## src/rtl/writeback_ctrl.sv

```systemverilog
// Register-file writeback controller: merges load and ALU results into an
// in-order pending-write queue, drains one write per cycle and forwards pending values to decode.
module writeback_ctrl #(
    parameter int DEPTH  = 4,
    parameter int DATA_W = 8,
    parameter int ADDR_W = 3
) (
    input  logic              clock,
    input  logic              reset,
    input  logic              mem_valid,
    input  logic [ADDR_W-1:0] mem_dest,
    input  logic [DATA_W-1:0] mem_data,
    input  logic              alu_valid,
    input  logic [ADDR_W-1:0] alu_dest,
    input  logic [DATA_W-1:0] alu_data,
    input  logic              drain_en,
    output logic              in_ready,
    output logic              Escrita,
    output logic [ADDR_W-1:0] regDestino,
    output logic [DATA_W-1:0] dadosEscritos,
    input  logic [ADDR_W-1:0] fwd_reg,
    output logic              fwd_hit,
    output logic [DATA_W-1:0] fwd_data,
    output logic              overflow,
    output logic              bad_dest
);

    localparam int PTR_W = $clog2(DEPTH);
    localparam int CNT_W = PTR_W + 1;
    localparam logic [CNT_W-1:0] READY_LIMIT = CNT_W'(DEPTH - 2);

    typedef enum logic [1:0] {
        ST_IDLE   = 2'd0,
        ST_ACTIVE = 2'd1,
        ST_HOLD   = 2'd2
    } state_t;

    // Registers 5 and 6 are reserved and must never be written back.
    function automatic logic is_bad_dest(input logic [ADDR_W-1:0] dest);
        return (dest == ADDR_W'(3'd5)) || (dest == ADDR_W'(3'd6));
    endfunction

    state_t            state_r;
    state_t            state_next_s;
    logic [PTR_W-1:0]  head_r;
    logic [PTR_W-1:0]  tail_r;
    logic [CNT_W-1:0]  count_r;
    logic [CNT_W-1:0]  count_next_s;
    logic [ADDR_W-1:0] dest_mem_r [DEPTH];
    logic [DATA_W-1:0] data_mem_r [DEPTH];

    logic              in_ready_s;
    logic              pop_s;
    logic              mem_enq_s;
    logic              alu_enq_s;
    logic              drop_s;
    logic              bad_seen_s;
    logic [CNT_W-1:0]  enq_cnt_s;
    logic [PTR_W-1:0]  alu_slot_s;

    logic              escrita_r;
    logic [ADDR_W-1:0] reg_dest_r;
    logic [DATA_W-1:0] wr_data_r;
    logic              overflow_r;
    logic              bad_dest_r;
    logic              fwd_hit_s;
    logic [DATA_W-1:0] fwd_data_s;

    // Enqueue qualification: a cycle with insufficient room drops both sources.
    always_comb begin
        drop_s     = (mem_valid || alu_valid) && !in_ready_s;
        bad_seen_s = (mem_valid && is_bad_dest(mem_dest)) ||
                     (alu_valid && is_bad_dest(alu_dest));
        mem_enq_s  = mem_valid && in_ready_s && !is_bad_dest(mem_dest);
        alu_enq_s  = alu_valid && in_ready_s && !is_bad_dest(alu_dest);
        enq_cnt_s  = {{(CNT_W-1){1'b0}}, mem_enq_s} + {{(CNT_W-1){1'b0}}, alu_enq_s};
        if (mem_enq_s) begin
            alu_slot_s = tail_r + PTR_W'(1'b1);
        end else begin
            alu_slot_s = tail_r;
        end
        count_next_s = count_r + enq_cnt_s - {{(CNT_W-1){1'b0}}, pop_s};
    end

    // FSM state register.
    always_ff @(posedge clock) begin
        if (reset) begin
            state_r <= ST_IDLE;
        end else begin
            state_r <= state_next_s;
        end
    end

    // FSM next-state logic.
    always_comb begin
        state_next_s = state_r;
        case (state_r)
            ST_IDLE: begin
                if (enq_cnt_s != {CNT_W{1'b0}}) begin
                    state_next_s = drain_en ? ST_ACTIVE : ST_HOLD;
                end else begin
                    state_next_s = ST_IDLE;
                end
            end
            ST_ACTIVE: begin
                if (count_next_s == {CNT_W{1'b0}}) begin
                    state_next_s = ST_IDLE;
                end else if (!drain_en) begin
                    state_next_s = ST_HOLD;
                end else begin
                    state_next_s = ST_ACTIVE;
                end
            end
            ST_HOLD: begin
                if (count_next_s == {CNT_W{1'b0}}) begin
                    state_next_s = ST_IDLE;
                end else if (drain_en) begin
                    state_next_s = ST_ACTIVE;
                end else begin
                    state_next_s = ST_HOLD;
                end
            end
            default: state_next_s = ST_IDLE;
        endcase
    end

    // FSM outputs: pop whenever entries are pending and draining is allowed.
    always_comb begin
        pop_s      = 1'b0;
        in_ready_s = (count_r <= READY_LIMIT);
        case (state_r)
            ST_IDLE:   pop_s = 1'b0;
            ST_ACTIVE: pop_s = drain_en;
            ST_HOLD:   pop_s = drain_en;
            default:   pop_s = 1'b0;
        endcase
    end

    // Queue pointers and occupancy.
    always_ff @(posedge clock) begin
        if (reset) begin
            head_r  <= {PTR_W{1'b0}};
            tail_r  <= {PTR_W{1'b0}};
            count_r <= {CNT_W{1'b0}};
        end else begin
            if (pop_s) begin
                head_r <= head_r + PTR_W'(1'b1);
            end else begin
                head_r <= head_r;
            end
            tail_r  <= tail_r + PTR_W'(enq_cnt_s);
            count_r <= count_next_s;
        end
    end

    // Queue storage; the load result takes the older slot.
    always_ff @(posedge clock) begin
        if (!reset) begin
            if (mem_enq_s) begin
                dest_mem_r[tail_r] <= mem_dest;
                data_mem_r[tail_r] <= mem_data;
            end
            if (alu_enq_s) begin
                dest_mem_r[alu_slot_s] <= alu_dest;
                data_mem_r[alu_slot_s] <= alu_data;
            end
        end
    end

    // Register-file write port; index and data hold when no write issues.
    always_ff @(posedge clock) begin
        if (reset) begin
            escrita_r  <= 1'b0;
            reg_dest_r <= {ADDR_W{1'b0}};
            wr_data_r  <= {DATA_W{1'b0}};
        end else if (pop_s) begin
            escrita_r  <= 1'b1;
            reg_dest_r <= dest_mem_r[head_r];
            wr_data_r  <= data_mem_r[head_r];
        end else begin
            escrita_r  <= 1'b0;
        end
    end

    // Sticky error flags.
    always_ff @(posedge clock) begin
        if (reset) begin
            overflow_r <= 1'b0;
            bad_dest_r <= 1'b0;
        end else begin
            overflow_r <= overflow_r | drop_s;
            bad_dest_r <= bad_dest_r | bad_seen_s;
        end
    end

    // Forwarding: scan oldest to youngest so the youngest match overrides.
    always_comb begin
        fwd_hit_s  = 1'b0;
        fwd_data_s = {DATA_W{1'b0}};
        if (escrita_r && (reg_dest_r == fwd_reg)) begin
            fwd_hit_s  = 1'b1;
            fwd_data_s = wr_data_r;
        end else begin
            fwd_hit_s  = 1'b0;
        end
        for (int k = 0; k < DEPTH; k++) begin
            if ((CNT_W'(k) < count_r) &&
                (dest_mem_r[head_r + PTR_W'(k)] == fwd_reg)) begin
                fwd_hit_s  = 1'b1;
                fwd_data_s = data_mem_r[head_r + PTR_W'(k)];
            end else begin
                fwd_hit_s  = fwd_hit_s;
            end
        end
    end

    assign in_ready      = in_ready_s;
    assign Escrita       = escrita_r;
    assign regDestino    = reg_dest_r;
    assign dadosEscritos = wr_data_r;
    assign fwd_hit       = fwd_hit_s;
    assign fwd_data      = fwd_data_s;
    assign overflow      = overflow_r;
    assign bad_dest      = bad_dest_r;

endmodule

```

## config.mk

```make
export PLATFORM = sky130hd
export DESIGN_NAME = writeback_ctrl
export DESIGN_NICKNAME = d
export VERILOG_FILES = /design/src/rtl/writeback_ctrl.sv
export SDC_FILE = /design/constraint.sdc
export NUM_CORES = 1
export LEC_CHECK = 0
export CORE_MARGIN = 5
export CORE_UTILIZATION = 42
export DETAILED_ROUTE_END_ITERATION = 10
export HOLD_SLACK_MARGIN = 0.08
export PLACE_DENSITY = 0.65
export SKIP_LAST_GASP = 1
export SLEW_MARGIN = 20
export SYNTH_ARGS = -nofsm -noshare
export SYNTH_HDL_FRONTEND = slang
export SYNTH_SLANG_ARGS = --single-unit
```

## constraint.sdc

```tcl
create_clock -name clock -period 6 [get_ports clock]
set_input_delay 1.2 -clock clock [delete_from_list [all_inputs] [get_ports clock]]
set_output_delay 1.2 -clock clock [all_outputs]
set_load 0.05 [all_outputs]
```

### Word-level counts from Yosys, hierarchy flattened

Memories as Yosys holds them, arrays and structs flattened. A register that Yosys moved wholly into a read port is not among the register bits.
Cells that the tools add are included.

| storage, ports and cells | value |
|---|---|
| latch bits | 0 |
| memories kept | 2 |
| ROM bits | 0 |
| register bits after elaboration | 23 |
| input bits | 30 |
| bits in writable memories | 44 |
| word-level logic and storage cells | 87 |

| operators by class | value |
|---|---|
| magnitude comparators | 5 |
| equality and inequality tests | 11 |
| divide/modulo/power cells | 0 |
| multiply operators | 0 |
| shift-type cells | 0 |
| reduce and logical (&&, ||, !) cells | 23 |
| $add $sub $neg | 8 |
| multiplexer cells | 27 |
| bitwise operators | 2 |

Memory list:

| name | words | bits a word | read ports | clocked after Yosys merged registers in | write ports | RTL line | text |
|---|---|---|---|---|---|---|---|
| data_mem_r | 4 | 8 | 4 | 1 | 2 | 50 | `logic [DATA_W-1:0] data_mem_r [DEPTH];` |
| dest_mem_r | 4 | 3 | 4 | 1 | 2 | 49 | `logic [ADDR_W-1:0] dest_mem_r [DEPTH];` |

Operators with widths:

| cell | count |
|---|---|
| $mux 8 | 5 |
| $mux 2 | 8 |
| $eq 3x3->1 | 5 |
| $mux 1 | 13 |
| $eq 3x3->1 const B | 4 |
| $logic_and 1x1->1 | 12 |
| $lt 1x3->1 const A | 2 |
| $lt 2x3->1 const A | 2 |
| $add 2x1->2 const B | 2 |
| $add 2x2->2 const B | 2 |
| $logic_or 1x1->1 | 4 |
| $pmux 2 s2 | 1 |
| $add 3x2->3 | 1 |
| $le 3x2->1 const B | 1 |
| $logic_not 1->1 | 3 |
| $logic_not 3->1 | 1 |
| $reduce_bool 3->1 | 1 |
| $sub 3x1->3 | 1 |
| $add 1x1->2 | 1 |
| $add 2x2->2 | 1 |
| $eq 2x1->1 const B | 1 |
| $eq 2x2->1 const B | 1 |
| $logic_not 2->1 | 1 |
| $or 1x1->1 | 2 |
| $reduce_or 2->1 | 1 |

### Logic depth before layout (Yosys ltp)

Gate-level depths: netlist of the first run.

| depth | value |
|---|---|
| depth in word-level cells | 10 |
| depth in mapped cells | 16 |
| gate-level depth less buffers | 16 |

### Least setup slack after synthesis of the first run

OpenSTA, ideal clock, no wires.

| timing path | value |
|---|---|
| kind | input to output |
| start | input port fwd_reg[2] |
| end | output port fwd_data[0] |
| arrival | 2.759 ns |
| required time | 4.800 ns |
| setup slack | 2.041 ns |
| path buffers | 1 |
| cell stages on the path | 7 |
| cell sequence | nor2b_1 > mux2i_1 > a2111oi_4 > buf_6 > a31oi_1 > o22ai_1 > a22o_1 |

| between the ends | value |
|---|---|
| word-level cells in the longest chain between the ends | 7 |

RTL lines:

| what | RTL line | text |
|---|---|---|
| start, declared | 21 | `input logic [ADDR_W-1:0] fwd_reg,` |
| $eq 3x3->1 | 200 | `if (escrita_r && (reg_dest_r == fwd_reg)) begin` |
| $logic_and 1x1->1 | 200 |  |
| $mux 8 | 200 |  |
| $mux 8 (3 in a row) | 207 | `if ((CNT_W'(k) < count_r) &&` |
| $mux 8 * | 207 |  |
| end, declared | 23 | `output logic [DATA_W-1:0] fwd_data,` |

Mark *: on every way between the ends. The rest lies on a longest branch, timed or not.

### Worst setup path in the final report of the first run

| timing path | value |
|---|---|
| start | input port fwd_reg[2] |
| end | output port fwd_data[3] |

Same word-level chain as after synthesis.

==> results of run 1 <==
-- worst max-delay path, cell delays in order --
cell and delay, ps:
clkdlybuf4s50_1 590, nor2b_1 250, mux2i_1 140, a2111oi_4 810, a31oi_1 90, o22ai_1 190
a22o_1 160, clkdlybuf4s50_1 800
-- how the worst max path moves through the flow --
stage                     slack (ps)     endpoint  cells past startpoint  startpoint
final                            560  fwd_data[3]                      8  fwd_reg[2]
after floorplan                 2040  fwd_data[0]                      7  fwd_reg[2]
after global placement           670  fwd_data[7]                      8  fwd_reg[2]
after CTS                        570  fwd_data[3]                      8  fwd_reg[2]
after detailed placement         580  fwd_data[3]                      8  fwd_reg[2]
after global routing             320  fwd_data[7]                      8  fwd_reg[2]
-- cells in the mapped netlist, types with 6 or more instances --
cell type / n / area, um2
edfxtp_1: 44 / 1320
nand2_1: 31 / 116
mux2_2: 27 / 304
dfxtp_1: 25 / 500
mux2i_1: 18 / 180
mux2_1: 17 / 191
mux4_1: 16 / 420
nor2_1: 15 / 56.3
a21oi_1: 14 / 70.1
mux4_4: 14 / 350
ha_1: 12 / 150
inv_1: 12 / 45.0
mux4_2: 11 / 248
xnor2_1: 11 / 96.3
a31oi_1: 9 / 56.3
a22o_1: 8 / 70.1
buf_2: 8 / 40.0
o22ai_1: 8 / 50.1
xor2_1: 8 / 70.1
nand3_1: 6 / 30.0
or2b_1: 6 / 45.0
-- kinds of logic (layout without fill, tap and decap cells) --
| kind of cell | count (synthesis) | count (layout) | synth area share [%] |
|---|---|---|---|
| AOI/OAI and AO/OA | 50 | 50 | 7.13 |
| DFF | 69 | 69 | 37.1 |
| adders and majority gates | 13 | 13 | 3.46 |
| and+or+nand+nor | 86 | 86 | 8.76 |
| xor gates and xnor gates | 20 | 20 | 3.72 |
| buffers and inverters | 41 | 91 | 5.42 |
| muxes | 103 | 103 | 34.5 |
-- through the flow --
step / total power [W] / std cells
6_report: 0.00207 / 575
5_1_grt: 0.00218 / 575
4_1_cts: 0.00209 / 575
3_3_place_gp: 0.00148 / 559
2_1_floorplan: 0.00130 / 382
3_5_place_dp: 0.00151 / 559
-- flip-flops by register name, indices dropped and copies added, names as in the netlist, named ones only --
name,flops
regDestino,3
data_mem_r,32
bad_dest,1
tail_r,2
dest_mem_r,12
count_r,3
Escrita,1
head_r,2
state_r,2
overflow,1
dadosEscritos,8
-- area by class of cell --
| cell class | instances | area [um2] |
|---|---|---|
| fillers | 998 | 5670 |
| clock inverters | 7 | 98.8 |
| flip-flops and latches | 69 | 1820 |
| inverters | 14 | 55.1 |
| well taps | 143 | 179 |
| clock buffers | 9 | 225 |
| repair buffers | 61 | 591 |
| multi-input cells | 272 | 2830 |
-- power breakdown --
part	internal [W]	switching (W)	total, W
clock	0.000365	0.000209	0.000574
combinational	0.000370	0.000440	0.000810
sequential	0.000596	0.0000855	0.000682
total	0.00133	0.000734	0.00207
-- routing by layer --
metal,track usage (%),routed length (um),vias to the layer above
li1,-,-,1564
met1,22.9,5080,1587
met2,25.0,5170,85
met3,4.44,636,8
met4,4.80,121,0
met5,0,0,-
==> impl_metrics.toml, run 1 <==
[synthesis]
synth_seq_cells = 69
synth_flop_cell = "edfxtp_1"
synth_area_um2 = 4920
yosysWarnings = 0
synth.net_count = 425
synth_area_per_cell_um2 = 12.9
ys_types = 51
synth-edff-count = 44
async_flop_share_pct = 0
synth_cells = 382
synth-seq-area-share_pct = 37.1

[timing]
whs_ps = 468
max_freq_mhz = 184
relSlewSlack_pct = 45.3
setup_slack_ps = 564
hold_viol = 0
tightest_slew_ps = 821
fin_crit_ps = 5440
fin_worst_skew_ps = 7.02
setup-tns-final_ps = 0
grt_setup_unrepaired = "no"
finalMaxSlewViolations = 0
fin_crit_sh_pct = 90.6
setup_viol = 0

[cts]
postCtsSetupBuffers = 0
ctsResizeCount = 0
cts_made_buffers = 9
insertion_delay_ps = 340
clk_pin_slew_ps = 60
clock_path_buffers = 2
cts_tree = "done"
htreeDepth = 3
cts.sinks = 69
cts_root_buf = "clkbuf_16"
postCtsHoldBufs = 0

[die]
rows = 39
die_x_um = 118
floorplan.initialDensity_pct = 42.9
coreArea_um2 = 11500
die_h_um = 118
dieArea_um2 = 14000
ioPinCount = 54

[worst_hold_path]
hold_end = "dadosEscritos[5]$_SDFFE_PP0P_"
hold_depth = 2
hold_path_class = "reg2reg"
hp-start = "dadosEscritos[5]$_SDFFE_PP0P_"

[final_layout]
n_antenna_cell = 0
nets = 470
mostFrequentLayoutCells = "clkdlybuf4s50_1 (53), edfxtp_1 (44), nand2_1 (31)"
final_area_um2 = 5800
layout_commonest_cell = "clkdlybuf4s50_1"
fin_util_pct = 50.6
area_delta_synth_final_pct = 17.9
drive_gt1_share_pct = 19.9

[critical_path]
r2r_cells = 14
r2r_end = "state_r[1]$_SDFF_PP0_"
path_max_fanout = 16
worstPathRequired_ps = 4800
r2r-start = "count_r[2]$_SDFF_PP0_"
cp_data_arrival_time_ps = 4240
rrSetupSlack_ps = 2390
criticalPathCategory = "in2out"
critical_path.startpoint_type = "input port"
end_kind = "output port"

[power]
p_per_area_nw_per_um2 = 356
leakagePower_nw = 2.03
ir_drop_mv = 0.170

[place]
detailed_place.area_um2 = 5470
gp_congestion = 0.823
place_ws_ps = 575
numPortBuffers = 53
place_hpwl_mm = 8.07

[grt]
grt_max_degree = 28
antenna_found_initial = 0
overflow = 0
grt_pass1_vias = 3347
grt_pass1_wl_mm = 18.4
grtUsageTotal_pct = 16.4

[detailed_routing]
drc = 0
avgViaCountPerCell = 5.64
drtIter0Drc = 190
routedWlPerCell_um = 19.1
ant_nets = 0
drt_wl_total_mm = 11.0
dr_total_vias = 3244
first_pass_iters = 4

[outcome]
status = "complete, no violations"

[job]
drv_cap = 0
Power figures use the tool's default switching activity.
==> run 2, diff against run 1 <==
--- a/config.mk
+++ b/config.mk
@@ -6,12 +6,13 @@
 export NUM_CORES = 1
 export LEC_CHECK = 0
 export CORE_MARGIN = 5
-export CORE_UTILIZATION = 42
+export CORE_UTILIZATION = 62
 export DETAILED_ROUTE_END_ITERATION = 10
+export GPL_ROUTABILITY_DRIVEN = 0
 export HOLD_SLACK_MARGIN = 0.08
-export PLACE_DENSITY = 0.65
+export PLACE_DENSITY = 0.9
 export SKIP_LAST_GASP = 1
-export SLEW_MARGIN = 20
+export SLEW_MARGIN = 30
 export SYNTH_ARGS = -nofsm -noshare
 export SYNTH_HDL_FRONTEND = slang
 export SYNTH_SLANG_ARGS = --single-unit
==> run 2 against run 1 <==
- die area shrank 30%
- flip-flop and latch count is the same
- sequential share of layout area grew 0.86 points
- first-iteration DRC count grew 65%
- register-to-register slack lost 60 ps
- count of clock-buffer cells in the layout is the same
- final area shrank 2.7%
- maximum frequency shrank 3.7%
- combinational power grew 2%
==> impl_metrics.toml, run 2 (same netlist as run 1, synthesis figures left out) <==
[outcome]
status = "complete, no violations"

[critical_path]
path_max_fanout = 17
criticalPathCategory = "in2out"
end_kind = "output port"
crit_family = "buffers and inverters"
critPathBufInv = 2
max_stage_delay_ps = 880
cp_slowest_cell = "a2111oi_4"
rrSetupSlack_ps = 2330
cp_cell_sequence = "clkdlybuf4s50_1 -> nor2b_1 -> mux2i_1 -> a2111oi_4 -> a31oi_1 -> o22ai_1 -> a22o_1 -> clkdlybuf4s50_1"
worstPathRequired_ps = 4800
cp_data_arrival_time_ps = 4450
critPathMostFrequentCell = "clkdlybuf4s50_1"
critical_path.startpoint_type = "input port"

[cts]
postCtsSetupBuffers = 0
clk_pin_slew_ps = 80
insertion_delay_ps = 360
cts_made_buffers = 9
cts.sinks = 69
ctsResizeCount = 0
postCtsHoldBufs = 0
htreeDepth = 3
cts_tree = "done"
clock_path_buffers = 2
cts_root_buf = "clkbuf_8"

[timing]
max_freq_mhz = 177
tightest_slew_ps = 911
fin_crit_sh_pct = 94.1
setup_viol = 0
fin_worst_skew_ps = 12.2
fin_crit_ps = 5650
hold_viol = 0
setup-tns-final_ps = 0
finalMaxSlewViolations = 0
grt_setup_unrepaired = "no"
relSlewSlack_pct = 39.3

[detailed_routing]
first_pass_iters = 4
drc = 0
drt_wl_total_mm = 11.5
dr_total_vias = 3492
drtIter0Drc = 313
ant_nets = 0
avgViaCountPerCell = 6.54
routedWlPerCell_um = 21.6

[die]
dieArea_um2 = 9810
ioPinCount = 54
die_h_um = 99.0
die_x_um = 99.0
rows = 32
floorplan.initialDensity_pct = 63.6
coreArea_um2 = 7730

[final_layout]
nFillCells = 487
largest_register_ff_count = 32
n_antenna_cell = 0
multi_input_area_um2 = 2830
drive_gt1_share_pct = 19.7
top_register = "data_mem_r"
regArea_um2 = 1820
nets = 470
final_cells = 534
mostFrequentLayoutCells = "clkdlybuf4s50_1 (53), edfxtp_1 (44), nand2_1 (31)"
area_delta_synth_final_pct = 14.8
layout_commonest_cell = "clkdlybuf4s50_1"

[grt]
grt_util_met1_pct = 34.1
grt_max_degree = 27
globalRoute.busiestLayer = "met2"
use_met2_pct = 38.2
antenna_found_initial = 0
use_met3_pct = 4.18
grt_pass1_vias = 3466
grt_pass1_wl_mm = 18.9
overflow = 0
grtUsageTotal_pct = 24.8

[place]
place_hpwl_mm = 7.86
dp_cells = 518
numPortBuffers = 53

[power]
leakagePower_nw = 1.99
p_per_area_nw_per_um2 = 344
ir_drop_mv = 0.176

[job]
drv_cap = 0

[worst_hold_path]
hold_path_class = "reg2reg"
## run 2: cell types whose count changed in the layout (fill, tap and decap cells not counted), sizes merged
cell / delta
clkinv: +3
clkinvlp: -3
## run 2: power breakdown
| part | internal [W] | leakage [nW] | switching [W] | total, W |
|---|---|---|---|---|
| combinational | 0.000372 | 1.28 | 0.000454 | 0.000826 |
| sequential | 0.000595 | 0.604 | 0.0000922 | 0.000687 |
| clock | 0.000235 | 0.107 | 0.000192 | 0.000428 |
## run 2: path summary, 6_finish.rpt
| kind | startpoint | endpoint | cells past startpoint |
|---|---|---|---|
| hold / removal | dadosEscritos[3]$_SDFFE_PP0P_ | dadosEscritos[3]$_SDFFE_PP0P_ | 2 |
| setup / recovery | fwd_reg[2] | fwd_data[4] | 8 |
| hold reg to reg | dadosEscritos[3]$_SDFFE_PP0P_ | dadosEscritos[3]$_SDFFE_PP0P_ | 2 |
| setup reg to reg | count_r[2]$_SDFF_PP0_ | state_r[0]$_SDFF_PP0_ | 14 |
## run 2: routing by layer
metal,up-vias,routed length (um)
met2,202,5450
met1,1693,4780
li1,1569,-
met3,28,902
met4,0,382
met5,-,0
## run 2: cell type report
class,instances,area share [%]
multi-input combinational,272,50.1
tap,102,2.26
timing repair buffer,61,10.5
clock inverter,7,1.73
clock buffer,9,2.19
sequential,69,32.3
inverter,14,0.975
## run 2: worst min-delay path, cell delays in order (launching register included)
cell and delay (ps):
dfxtp_1 320, nand2_1 50, a21oi_1 50
## run 2: per-stage QoR
stage / hold slack, ps / utilization [%] / setup slack [ps] / area, um2 / power (W)
6_report: 465 / 73.0 / 354 / 5640 / 0.00194
4_1_cts: 469 / 73.0 / 440 / 5640 / 0.00194
3_3_place_gp: 450 / 70.2 / 680 / 5420 / 0.00146
3_5_place_dp: 457 / 70.2 / 475 / 5420 / 0.00150
2_1_floorplan: 549 / - / 2040 / 4920 / 0.00130
5_1_grt: 501 / 73.0 / 200 / 5640 / 0.00203
==> run 3, diff against run 2 <==
--- a/config.mk
+++ b/config.mk
@@ -6,11 +6,10 @@
 export NUM_CORES = 1
 export LEC_CHECK = 0
 export CORE_MARGIN = 5
-export CORE_UTILIZATION = 62
+export CORE_UTILIZATION = 55
 export DETAILED_ROUTE_END_ITERATION = 10
-export GPL_ROUTABILITY_DRIVEN = 0
 export HOLD_SLACK_MARGIN = 0.08
-export PLACE_DENSITY = 0.9
+export PLACE_DENSITY = 0.81
 export SKIP_LAST_GASP = 1
 export SLEW_MARGIN = 30
 export SYNTH_ARGS = -nofsm -noshare
==> run 3 against run 2 <==
- sequential power hardly changed
- register-to-register slack better by 160 ps
- clock power is 13% lower
- final cell count is 0.94% higher
- largest cell class unchanged
- largest power group unchanged
==> impl_metrics.toml, run 3 (same netlist as run 1, synthesis figures left out) <==
[worst_hold_path]
hold_end = "dadosEscritos[3]$_SDFFE_PP0P_"
hold_depth = 2
hold_path_class = "reg2reg"
hp-start = "dadosEscritos[3]$_SDFFE_PP0P_"

[timing]
fin_crit_ps = 5510
setup_slack_ps = 487
setup-tns-final_ps = 0
hold_viol = 0
finalMaxSlewViolations = 0
tightest_slew_ps = 847
grt_setup_unrepaired = "no"
fin_crit_sh_pct = 91.9
setup_viol = 0
fin_worst_skew_ps = 15.3
max_freq_mhz = 181
relSlewSlack_pct = 43.5

[grt]
overflow = 0
grt_max_degree = 28
grt_pass1_wl_mm = 18.0
antenna_found_initial = 0
grt_pass1_vias = 3393
grtUsageTotal_pct = 20.4

[detailed_routing]
drc = 0
drt_wl_total_mm = 10.7
avgViaCountPerCell = 6.26
ant_nets = 0
routedWlPerCell_um = 19.8
dr_total_vias = 3376
first_pass_iters = 5
drtIter0Drc = 243

[critical_path]
end_kind = "output port"
rrSetupSlack_ps = 2490
critical_path.startpoint_type = "input port"
cp_slowest_cell = "a2111oi_4"
worstPathRequired_ps = 4800
r2r_end = "state_r[1]$_SDFF_PP0_"
r2r_cells = 14
r2r-start = "count_r[2]$_SDFF_PP0_"
criticalPathCategory = "in2out"
cp_cell_sequence = "clkdlybuf4s50_1 -> nor2b_1 -> mux2i_1 -> a2111oi_4 -> a31oi_1 -> o22ai_1 -> a22o_1 -> clkdlybuf4s50_1"
cp_data_arrival_time_ps = 4310
critPathMostFrequentCell = "clkdlybuf4s50_1"
path_max_fanout = 17
max_stage_delay_ps = 830

[die]
coreArea_um2 = 8720
die_h_um = 105
floorplan.initialDensity_pct = 56.4
ioPinCount = 54
rows = 34
die_x_um = 105
dieArea_um2 = 10900

[final_layout]
nets = 469
nFillCells = 639
top_register = "data_mem_r"
largest_register_ff_count = 32
layout_commonest_cell = "clkdlybuf4s50_1"
regArea_um2 = 1820
multi_input_area_um2 = 2830
area_delta_synth_final_pct = 14.2
mostFrequentLayoutCells = "clkdlybuf4s50_1 (53), edfxtp_1 (44), nand2_1 (31)"
drive_gt1_share_pct = 19.7
n_antenna_cell = 0

[place]
numPortBuffers = 53
gp_congestion = 0.834
place_ws_ps = 555
place_hpwl_mm = 7.95

[job]
drv_cap = 0

[power]
ir_drop_mv = 0.162
power.total_w = 0.00187
leakagePower_nw = 1.97
p_per_area_nw_per_um2 = 333

[cts]
ctsResizeCount = 0
cts_made_buffers = 9
clock_path_buffers = 2
postCtsHoldBufs = 0
postCtsSetupBuffers = 0
clk_pin_slew_ps = 100
htreeDepth = 3
cts_tree = "done"
insertion_delay_ps = 370
cts.sinks = 69
cts_root_buf = "clkbuf_8"

[outcome]
status = "complete, no violations"
==> run 3: area by class of cell <==
class	instances	share of cell area, %
clock buffers	9	2.21
multi-input cells	272	50.4
repair buffers	60	10.4
clock inverters	7	1.16
inverters	14	0.981
flip-flops and latches	69	32.5
well taps	108	2.41
==> run 3: how the worst max path moves through the flow <==
stage | start | end | slack, ps
2_1_floorplan | fwd_reg[2] | fwd_data[0] | 2040
3_3_place_gp | fwd_reg[2] | fwd_data[5] | 670
3_5_place_dp | fwd_reg[2] | fwd_data[4] | 550
4_1_cts | fwd_reg[2] | fwd_data[4] | 530
5_1_grt | fwd_reg[2] | fwd_data[4] | 240
6_report | fwd_reg[2] | fwd_data[4] | 490
==> run 3: worst max-delay path: cells and delay by family <==
family	cells	cell delay, ps
simple gates	1	260
buf+inv	2	1410
mux	1	150
compound gates	4	1300
==> run 3: layer usage <==
layer / up-vias / track usage (%) / part of all wire [%]
met3: 20 / 6.10 / 7.3
li1: 1565 / - / -
met5: - / 0 / 0
met4: 0 / 6.01 / 1.7
met2: 144 / 31.6 / 47
met1: 1647 / 28.1 / 44
==> run 3: power breakdown <==
group          total (W)  switching, W  leakage [nW]  internal, W
combinational   0.000806      0.000437          1.27     0.000369
sequential      0.000686     0.0000913         0.604     0.000595
clock           0.000374      0.000213        0.0947     0.000161
==> run 3: stage by stage <==
step	utilization (%)	area, um2	hold WS, ps	cells
6_report	64.3	5610	475	539
5_1_grt	64.3	5610	495	539
4_1_cts	64.3	5610	475	539
3_5_place_dp	62.2	5420	463	523
3_3_place_gp	62.2	5420	448	523
2_1_floorplan	-	4920	549	382
